==> config.mk <==
export PLATFORM = sky130hd
export DESIGN_NAME = dds_reload_ctrl
export DESIGN_NICKNAME = d
export VERILOG_FILES = /design/src/rtl/dds_reload_ctrl_pkg.sv /design/src/rtl/dds_reload_ctrl_tick_div.sv /design/src/rtl/dds_reload_ctrl.sv
export SDC_FILE = /design/constraint.sdc
export NUM_CORES = 1
export LEC_CHECK = 0
export BUFFER_PORTS_ARGS = -buffer_cell sky130_fd_sc_hd__buf_2
export CORE_MARGIN = 1.5
export CORE_UTILIZATION = 64
export DETAILED_ROUTE_END_ITERATION = 10
export PLACE_DENSITY_LB_ADDON = 0.2
export SYNTH_ARGS = -nofsm -noshare
export SYNTH_HDL_FRONTEND = slang
export SYNTH_SLANG_ARGS = --single-unit
==> constraint.sdc <==
create_clock -name sys_clk -period 11.2 [get_ports sys_clk]
set_clock_uncertainty 0.1 [all_clocks]
set_input_delay 1.12 -clock sys_clk [delete_from_list [all_inputs] [get_ports sys_clk]]
set_output_delay 1.12 -clock sys_clk [all_outputs]
set_load 0.01 [all_outputs]
==> src/rtl/dds_reload_ctrl_pkg.sv <==
// Shared types and widths for the DDS reload sequencer: FSM encoding, parameter
// field widths and the pulse-repetition-interval helper.
package dds_reload_ctrl_pkg;

  typedef enum logic [1:0] {
    ST_SETTLE = 2'd0,
    ST_LOAD   = 2'd1,
    ST_CLEAR  = 2'd2,
    ST_RUN    = 2'd3
  } state_t;

  localparam int W_WAVE = 6;
  localparam int W_MODE = 4;
  localparam int W_F    = 9;
  localparam int W_T    = 11;
  localparam int W_Z    = 7;
  localparam int W_PRI  = 18;

  // Repetition interval in ticks; Z of 0 or 1 degenerates to a 100% duty cycle.
  function automatic logic [W_PRI-1:0] pri_len(input logic [W_T-1:0] t,
                                               input logic [W_Z-1:0] z);
    logic [W_PRI-1:0] t_ext;
    logic [W_PRI-1:0] z_ext;
    t_ext = W_PRI'(t);
    z_ext = (z <= W_Z'(1)) ? W_PRI'(1) : W_PRI'(z);
    return t_ext * z_ext;
  endfunction

endpackage

==> src/rtl/dds_reload_ctrl_tick_div.sv <==
// Time-unit prescaler: one-cycle tick in the restart cycle and every TICK_DIV
// cycles after it.
module dds_tick_div #(
  parameter int TICK_DIV = 50
) (
  input  logic sys_clk,
  input  logic sys_rst,
  input  logic restart,
  output logic tick
);

  localparam int W_DIV = (TICK_DIV > 1) ? $clog2(TICK_DIV) : 1;
  localparam logic [W_DIV-1:0] DIV_LAST = W_DIV'(TICK_DIV - 1);

  logic [W_DIV-1:0] div_cnt_reg;

  always_ff @(posedge sys_clk) begin
    if (sys_rst || restart || (div_cnt_reg == DIV_LAST)) begin
      div_cnt_reg <= '0;
    end else begin
      div_cnt_reg <= div_cnt_reg + 1'b1;
    end
  end

  assign tick = restart || (div_cnt_reg == DIV_LAST);

endmodule

==> src/rtl/dds_reload_ctrl.sv <==
// Reload sequencer between the parameter change detector and the DDS datapath:
// settle, commit to shadow registers, clear the phase accumulator, then run.
module dds_reload_ctrl
  import dds_reload_ctrl_pkg::*;
#(
  parameter int SETTLE_CYC = 16,
  parameter int CLR_CYC    = 4,
  parameter int TICK_DIV   = 50
) (
  input  logic              sys_clk,
  input  logic              sys_rst,
  input  logic              param_chg,
  input  logic [W_WAVE-1:0] wave_sel,
  input  logic [W_MODE-1:0] mode_sel,
  input  logic [W_F-1:0]    F,
  input  logic [W_T-1:0]    T,
  input  logic [W_Z-1:0]    Z,
  output logic [W_WAVE-1:0] wave_sel_q,
  output logic [W_MODE-1:0] mode_sel_q,
  output logic [W_F-1:0]    F_q,
  output logic [W_T-1:0]    T_q,
  output logic [W_Z-1:0]    Z_q,
  output logic              phase_clr,
  output logic              dds_en,
  output logic              pulse_gate,
  output logic              frame_start,
  output logic              busy
);

  localparam int W_SET = (SETTLE_CYC > 1) ? $clog2(SETTLE_CYC) : 1;
  localparam int W_CLR = (CLR_CYC > 1) ? $clog2(CLR_CYC) : 1;
  localparam logic [W_SET-1:0] SETTLE_LAST = W_SET'(SETTLE_CYC - 1);
  localparam logic [W_CLR-1:0] CLR_LAST    = W_CLR'(CLR_CYC - 1);

  state_t             state_reg, state_next;
  logic [W_SET-1:0]   settle_cnt_reg, settle_cnt_next;
  logic [W_CLR-1:0]   clr_cnt_reg, clr_cnt_next;
  logic [W_PRI-1:0]   per_cnt_reg, per_cnt_next;
  logic               load_en;
  logic               run_enter;
  logic               tick;
  logic               fs_next;
  logic [W_PRI-1:0]   pri;
  logic [W_PRI-1:0]   per_inc;

  logic [W_WAVE-1:0]  wave_q_reg;
  logic [W_MODE-1:0]  mode_q_reg;
  logic [W_F-1:0]     f_q_reg;
  logic [W_T-1:0]     t_q_reg;
  logic [W_Z-1:0]     z_q_reg;
  logic               phase_clr_reg, dds_en_reg, pulse_gate_reg, frame_start_reg, busy_reg;

  always_comb begin
    state_next      = state_reg;
    settle_cnt_next = settle_cnt_reg;
    clr_cnt_next    = clr_cnt_reg;
    load_en         = 1'b0;
    case (state_reg)
      ST_SETTLE: begin
        if (param_chg) begin
          settle_cnt_next = '0;
        end else if (settle_cnt_reg == SETTLE_LAST) begin
          state_next      = ST_LOAD;
          settle_cnt_next = '0;
        end else begin
          settle_cnt_next = settle_cnt_reg + 1'b1;
        end
      end
      ST_LOAD: begin
        if (param_chg) begin
          state_next      = ST_SETTLE;
          settle_cnt_next = '0;
        end else begin
          load_en      = 1'b1;
          state_next   = ST_CLEAR;
          clr_cnt_next = '0;
        end
      end
      ST_CLEAR: begin
        if (param_chg) begin
          state_next      = ST_SETTLE;
          settle_cnt_next = '0;
        end else if (clr_cnt_reg == CLR_LAST) begin
          state_next = ST_RUN;
        end else begin
          clr_cnt_next = clr_cnt_reg + 1'b1;
        end
      end
      ST_RUN: begin
        if (param_chg) begin
          state_next      = ST_SETTLE;
          settle_cnt_next = '0;
        end
      end
      default: state_next = ST_SETTLE;
    endcase
  end

  assign run_enter = (state_next == ST_RUN) && (state_reg != ST_RUN);

  dds_tick_div #(.TICK_DIV(TICK_DIV)) u_tick_div (
    .sys_clk (sys_clk),
    .sys_rst (sys_rst),
    .restart (run_enter),
    .tick    (tick)
  );

  // Period count is evaluated one cycle ahead so the registered gates line up
  // with the first RUN cycle.
  assign pri     = pri_len(t_q_reg, z_q_reg);
  assign per_inc = per_cnt_reg + 1'b1;

  always_comb begin
    per_cnt_next = per_cnt_reg;
    fs_next      = 1'b0;
    if (run_enter) begin
      per_cnt_next = '0;
      fs_next      = 1'b1;
    end else if ((state_reg == ST_RUN) && tick) begin
      if (per_inc >= pri) begin
        per_cnt_next = '0;
        fs_next      = 1'b1;
      end else begin
        per_cnt_next = per_inc;
      end
    end
  end

  always_ff @(posedge sys_clk) begin
    if (sys_rst) begin
      state_reg       <= ST_SETTLE;
      settle_cnt_reg  <= '0;
      clr_cnt_reg     <= '0;
      per_cnt_reg     <= '0;
      wave_q_reg      <= '0;
      mode_q_reg      <= '0;
      f_q_reg         <= '0;
      t_q_reg         <= '0;
      z_q_reg         <= '0;
      phase_clr_reg   <= 1'b0;
      dds_en_reg      <= 1'b0;
      pulse_gate_reg  <= 1'b0;
      frame_start_reg <= 1'b0;
      busy_reg        <= 1'b1;
    end else begin
      state_reg       <= state_next;
      settle_cnt_reg  <= settle_cnt_next;
      clr_cnt_reg     <= clr_cnt_next;
      per_cnt_reg     <= per_cnt_next;
      if (load_en) begin
        wave_q_reg <= wave_sel;
        mode_q_reg <= mode_sel;
        f_q_reg    <= F;
        t_q_reg    <= T;
        z_q_reg    <= Z;
      end
      phase_clr_reg   <= (state_next == ST_CLEAR);
      dds_en_reg      <= (state_next == ST_RUN);
      busy_reg        <= (state_next != ST_RUN);
      pulse_gate_reg  <= (state_next == ST_RUN) && (per_cnt_next < W_PRI'(t_q_reg));
      frame_start_reg <= (state_next == ST_RUN) && fs_next && (t_q_reg != '0);
    end
  end

  assign wave_sel_q  = wave_q_reg;
  assign mode_sel_q  = mode_q_reg;
  assign F_q         = f_q_reg;
  assign T_q         = t_q_reg;
  assign Z_q         = z_q_reg;
  assign phase_clr   = phase_clr_reg;
  assign dds_en      = dds_en_reg;
  assign pulse_gate  = pulse_gate_reg;
  assign frame_start = frame_start_reg;
  assign busy        = busy_reg;

endmodule

Word level (Yosys, flattened, before mapping)
Index checks and enable logic that the tools add are counted.
W data, S select, Z words.
- register bits after elaboration: 74
- bits in latches: 0
- RAM bits: 0
- memory bits (read-only): 0
- bits of input ports: 40
- output and inout bits: 42
- word-level logic and storage cells: 74
- memories kept: 0
- $add $sub $neg: 4
- multiply operators: 1
- divide/modulo/power cells: 0
- order comparisons: 3
- equal/unequal tests: 14
- shifts and indexed selects: 0
- mux-type cells: 24
- bitwise gates (word level): 0
- reductions and logical operators: 13
- operators with widths (operator ; count):
    $mux W18 ; 3
    $add A18 B1 Y18 const B ; 1
    $ge A18 B18 Y1 ; 1
    $lt A18 B11 Y1 ; 1
    $mul A11 B7 Y18 ; 1
    $mux W2 ; 9
    $mux W4 ; 3
    $reduce_bool A11 Y1 ; 1
    $eq A2 B2 Y1 const B ; 5
    $ne A2 B2 Y1 const B ; 5
    $pmux W2 S4 ; 1
    $pmux W4 S2 ; 1
    $le A7 B1 Y1 const B ; 1
    $mux W7 ; 1
    $add A6 B1 Y6 const B ; 1
    $eq A6 B6 Y1 const B ; 1
    $logic_and A1 B1 Y1 ; 5
    $mux W1 ; 5
    $add A4 B1 Y4 const B ; 1
    $eq A4 B4 Y1 const B ; 1
    $pmux W2 S2 ; 1
    $reduce_and A4 Y1 ; 1
    $logic_or A1 B1 Y1 ; 3
    $reduce_or A3 Y1 ; 1
    5 further kinds ; 5

Longest topological paths before layout
- depth in word-level cells: 12
- gate-level depth with buffers: 37
- mapped depth without buffers: 35

Hierarchy
A second synthesis with hierarchy kept.
- cell total of the unflattened synthesis: 793
- area total of the unflattened synthesis: 6448.7 um^2
- by module, submodules not included (module ; instances ; cells an instance ; area an instance (um^2) ; seq. area each (um^2)):
    dds_reload_ctrl ; 1 ; 766 ; 6195.9 ; 1361.3
    dds_tick_div ; 1 ; 27 ; 252.7 ; 120.1

Worst setup path after synthesis
No wires, ideal clock.
- path type: flip-flop to flip-flop
- start: register z_q_reg[6] (netlist: Z_q[6])
- end: register pulse_gate_reg (netlist: pulse_gate)
- library setup time: 0.060 ns
- data arrival time: 7.253 ns
- required time: 11.040 ns
- path slack: 3.787 ns
- stages on the path, launching flop included: 34
- buffers on the path: 2
- clock period less this slack: 7.413 ns
- path through: dfxtp_1 -> buf_1 -> nand2_1 -> fa_1 -> fa_1 -> inv_1 -> fa_1 -> inv_1 -> fa_1 -> inv_1 -> ha_1 -> o21a_1 -> nor2_1 -> a21oi_1 -> a2111o_1 -> nand2_1 -> o2111ai_1 -> a21oi_1 -> xnor2_1 -> ha_1 -> nand4_1 -> or4_1 -> o21ai_2 -> nor3_1 -> buf_2 -> a22o_1 -> ha_1 -> a21o_1 -> a21o_1 -> a21oi_1 -> o211ai_1 -> a211oi_1 -> o211ai_1 -> and4bb_2
- longest elaborated chain between the ends: 9
- RTL lines (what ; RTL line ; source):
    start, declared ; dds_reload_ctrl.sv:50 ; logic [W_Z-1:0] z_q_reg;
    start signal, assigned ; dds_reload_ctrl.sv:139 ; z_q_reg <= '0;
    start signal, assigned ; dds_reload_ctrl.sv:155 ; z_q_reg <= Z;
    $le A7 B1 Y1 ; dds_reload_ctrl_pkg.sv:25 ; z_ext = (z <= W_Z'(1)) ? W_PRI'(1) : W_PRI'(z);
    $mux W7 * ; dds_reload_ctrl_pkg.sv:25 ;
    $mul A11 B7 Y18 * ; dds_reload_ctrl_pkg.sv:26 ; return t_ext * z_ext;
    $ge A18 B18 Y1 * ; dds_reload_ctrl.sv:120 ; if (per_inc >= pri) begin
    $mux W18 * ; dds_reload_ctrl.sv:120 ;
    $mux W18 * ; dds_reload_ctrl.sv:119 ; end else if ((state_reg == ST_RUN) && tick) begin
    $mux W18 * ; dds_reload_ctrl.sv:116 ; if (run_enter) begin
    named net per_cnt_next[3] ; dds_reload_ctrl.sv:38 ; logic [W_PRI-1:0] per_cnt_reg, per_cnt_next;
    $lt A18 B11 Y1 * ; dds_reload_ctrl.sv:160 ; pulse_gate_reg <= (state_next == ST_RUN) && (per_cnt_next < W_PRI'(t_q_reg));
    $logic_and A1 B1 Y1 * ; dds_reload_ctrl.sv:160 ;
    end signal, assigned ; dds_reload_ctrl.sv:160 ;
    end, declared ; dds_reload_ctrl.sv:51 ; logic phase_clr_reg, dds_en_reg, pulse_gate_reg, frame_start_reg, busy_reg;
The timed path passes the listed nets; every way through them passes the cells marked *.
A chain may end at the register's enable or synchronous reset.

Worst setup path in the final report
Same ends and word-level chain as after synthesis.

==> flow_metrics.py <==
metrics = {
    "critical_path": {
        "path_class": "flip-flop to flip-flop",
        "required_ns": 11.39,
        "r2r_slack_ns": 3.31,
        "cp_slowest_cell": "dfxtp_1",
        "path_max_fanout": 14,
        "critical-path-max-stage-delay_ns": 0.59,
        "endpoint_kind": "flip-flop",
        "cp-start-kind": "flip-flop",
        "crit_top_cell": "fa_1",
        "cp.arrival_ns": 8.08,
    },
    "logic_synthesis": {
        "yosysSeqAreaShare_pct": 23.8,
        "synth.top_cell.area_share_pct": 23.8,
        "async_flop_share_pct": 0,
        "synth_top_cells_by_area": "dfxtp_1, fa_1, ha_1",
        "synth-edff-count": 0,
        "yosysTopAreaCell": "dfxtp_1",
        "synth_cells": 767,
        "synth.ff_latch_count": 74,
        "syn_nets": 920,
        "yosys_most_used_dff": "dfxtp_1",
        "yosys_warnings": 0,
        "synth_cell_types": 50,
        "avgSynthCellArea_sq_um": 8.13,
        "syn_area_sq_um": 6240,
    },
    "layout": {
        "antenna_cells": 0,
        "syn_to_final_growth_pct": 11.6,
        "drive_above_1_share_pct": 12.7,
        "nNetsFinal": 980,
        "largest_register_ffs": 18,
    },
    "die": {
        "rows": 35,
        "io-pin-count": 82,
        "dieArea_sq_um": 10300,
        "core_sq_um": 9330,
        "die_w_microns": 102,
        "start_util_pct": 66.9,
        "die_height_microns": 102,
    },
    "run_status": {
        "status": "completed",
    },
    "timing": {
        "finalCriticalPeriod_ns": 7.89,
        "finalHoldViolations": 0,
        "rsz0062_at_grt": "no",
        "slew_headroom_pct": 21.5,
        "period_share_pct": 70.4,
        "worst_pin_slew_ns": 1.18,
        "slew_violations": 0,
        "timing.fmax_mhz": 127,
        "setup_viol": 0,
        "setup_tns_ns": 0,
    },
    "power": {
        "power.total_uw": 555,
        "ir_drop_v": 0.000131,
        "p_leak_uw": 0.00343,
        "power_density_nw_per_um2": 79.8,
    },
    "drt": {
        "ant_nets": 0,
        "routed_via_density": 5.73,
        "via_count": 5506,
        "drc": 0,
        "wl_microns": 15400,
        "wl_per_cell_microns": 16.0,
        "drt-initial-drc-count": 272,
        "first_pass_iters": 5,
    },
    "grt": {
        "grt_max_degree": 56,
        "overflow": 0,
        "antenna_found_initial": 0,
        "grt_use_total_pct": 31.2,
        "grt_pass1_vias": 5585,
        "grt_pass1_wl_microns": 25400,
    },
    "cts": {
        "ctsHoldBuffers": 0,
        "cts_resized": 0,
        "cts_tree": "built",
        "htree_levels": 3,
        "cts_sinks": 74,
        "numCtsBuffers": 9,
        "root_buffer": "clkbuf_8",
        "clockBufferDepth": 2,
        "clk-insertion-delay-late_ns": 0.35,
        "post_cts_buffers": 0,
        "clk_pin_slew_ns": 0.08,
    },
    "min_path": {
        "hp-class": "flip-flop to flip-flop",
    },
    "place": {
        "gp_congestion": 0.970,
        "place.port_buffers": 81,
        "dp_hpwl_microns": 11900,
    },
    "flow_run": {
        "max-cap-violations": 0,
    },
}
-- worst max-delay path: cells and delay by family (launching register included) --
family                   cells  cell delay (ns)
XOR/XNOR                     1             0.10
buffers and inverters        4             0.33
AO/OA/AOI/OAI               13             2.34
flip-flops                   1             0.59
AND/OR/NAND/NOR              7             1.36
adder cells (fa/ha/maj)      7             3.00
-- metrics by stage --
step | instance area (sq um) | worst slack (ns) | std cells | utilization [%] | hold WS, ns
after floorplan | 6240 | 3.79 | 767 | - | 0.330
after global placement | 6690 | 3.68 | 945 | 71.8 | 0.339
after detailed placement | 6690 | 3.39 | 945 | 71.8 | 0.344
after CTS | 6960 | 3.35 | 961 | 74.6 | 0.355
after global routing | 6960 | 2.86 | 961 | 74.6 | 0.368
final | 6960 | 3.31 | 961 | 74.6 | 0.355
-- synthesized netlist by cell type (11+ instances only) --
cell type	count
xnor2_1	18
and3_1	12
inv_1	74
dfxtp_1	74
clkbuf_1	31
nand3_1	18
a21oi_1	65
and2_1	56
nand4_1	11
fa_1	44
xor2_1	22
nor2_1	52
ha_1	69
nand2_1	120
-- layout by cell type, fill, tap and decap left out, types with 11 or more instances in the layout --
| cell | count |
|---|---|
| and3_1 | 12 |
| inv_1 | 74 |
| buf_2 | 81 |
| ha_1 | 69 |
| nand2_1 | 120 |
| nand3_1 | 18 |
| a21oi_1 | 65 |
| and2_1 | 56 |
| xnor2_1 | 18 |
| dfxtp_1 | 74 |
| xor2_1 | 22 |
| fa_1 | 44 |
| nand4_1 | 11 |
| nor2_1 | 52 |
-- cell type report --
class	count	area, sq um
clock buffer	10	128
clock inverter	6	138
fill	700	2370
inverter	74	278
multi-input combinational	584	4340
sequential	74	1480
tap	129	161
timing repair buffer	84	428
-- path summary, 6_finish.rpt --
check | startpoint | end | cells after the start
max | Z_q[6] | pulse_gate | 32
min | F_q[3] | F_q[3] | 2
max reg2reg | Z_q[6] | pulse_gate | 32
min reg2reg | F_q[3] | F_q[3] | 2
-- per-layer routing --
metal	part of all wire, %	track usage [%]	vias up
met5	0	0	-
met4	3.1	12.9	0
met3	5.9	6.21	45
met2	49	53.3	173
met1	42	38.4	2634
li1	-	-	2654
-- cells by family after synthesis --
logic type      share of synthesized area (%)
fa+ha+maj                                28.0
compound gates                           11.9
mux                                     0.642
buf+inv                                  6.60
xor+xnor                                 5.62
simple gates                             23.5
flops                                    23.8
-- power by group --
part	switching [uW]	total, uW	internal (uW)
Sequential	1.22	265	264
Clock	104	276	172
Combinational	7.44	14.5	7.02
Note: power is estimated with default switching activity, not from simulation.
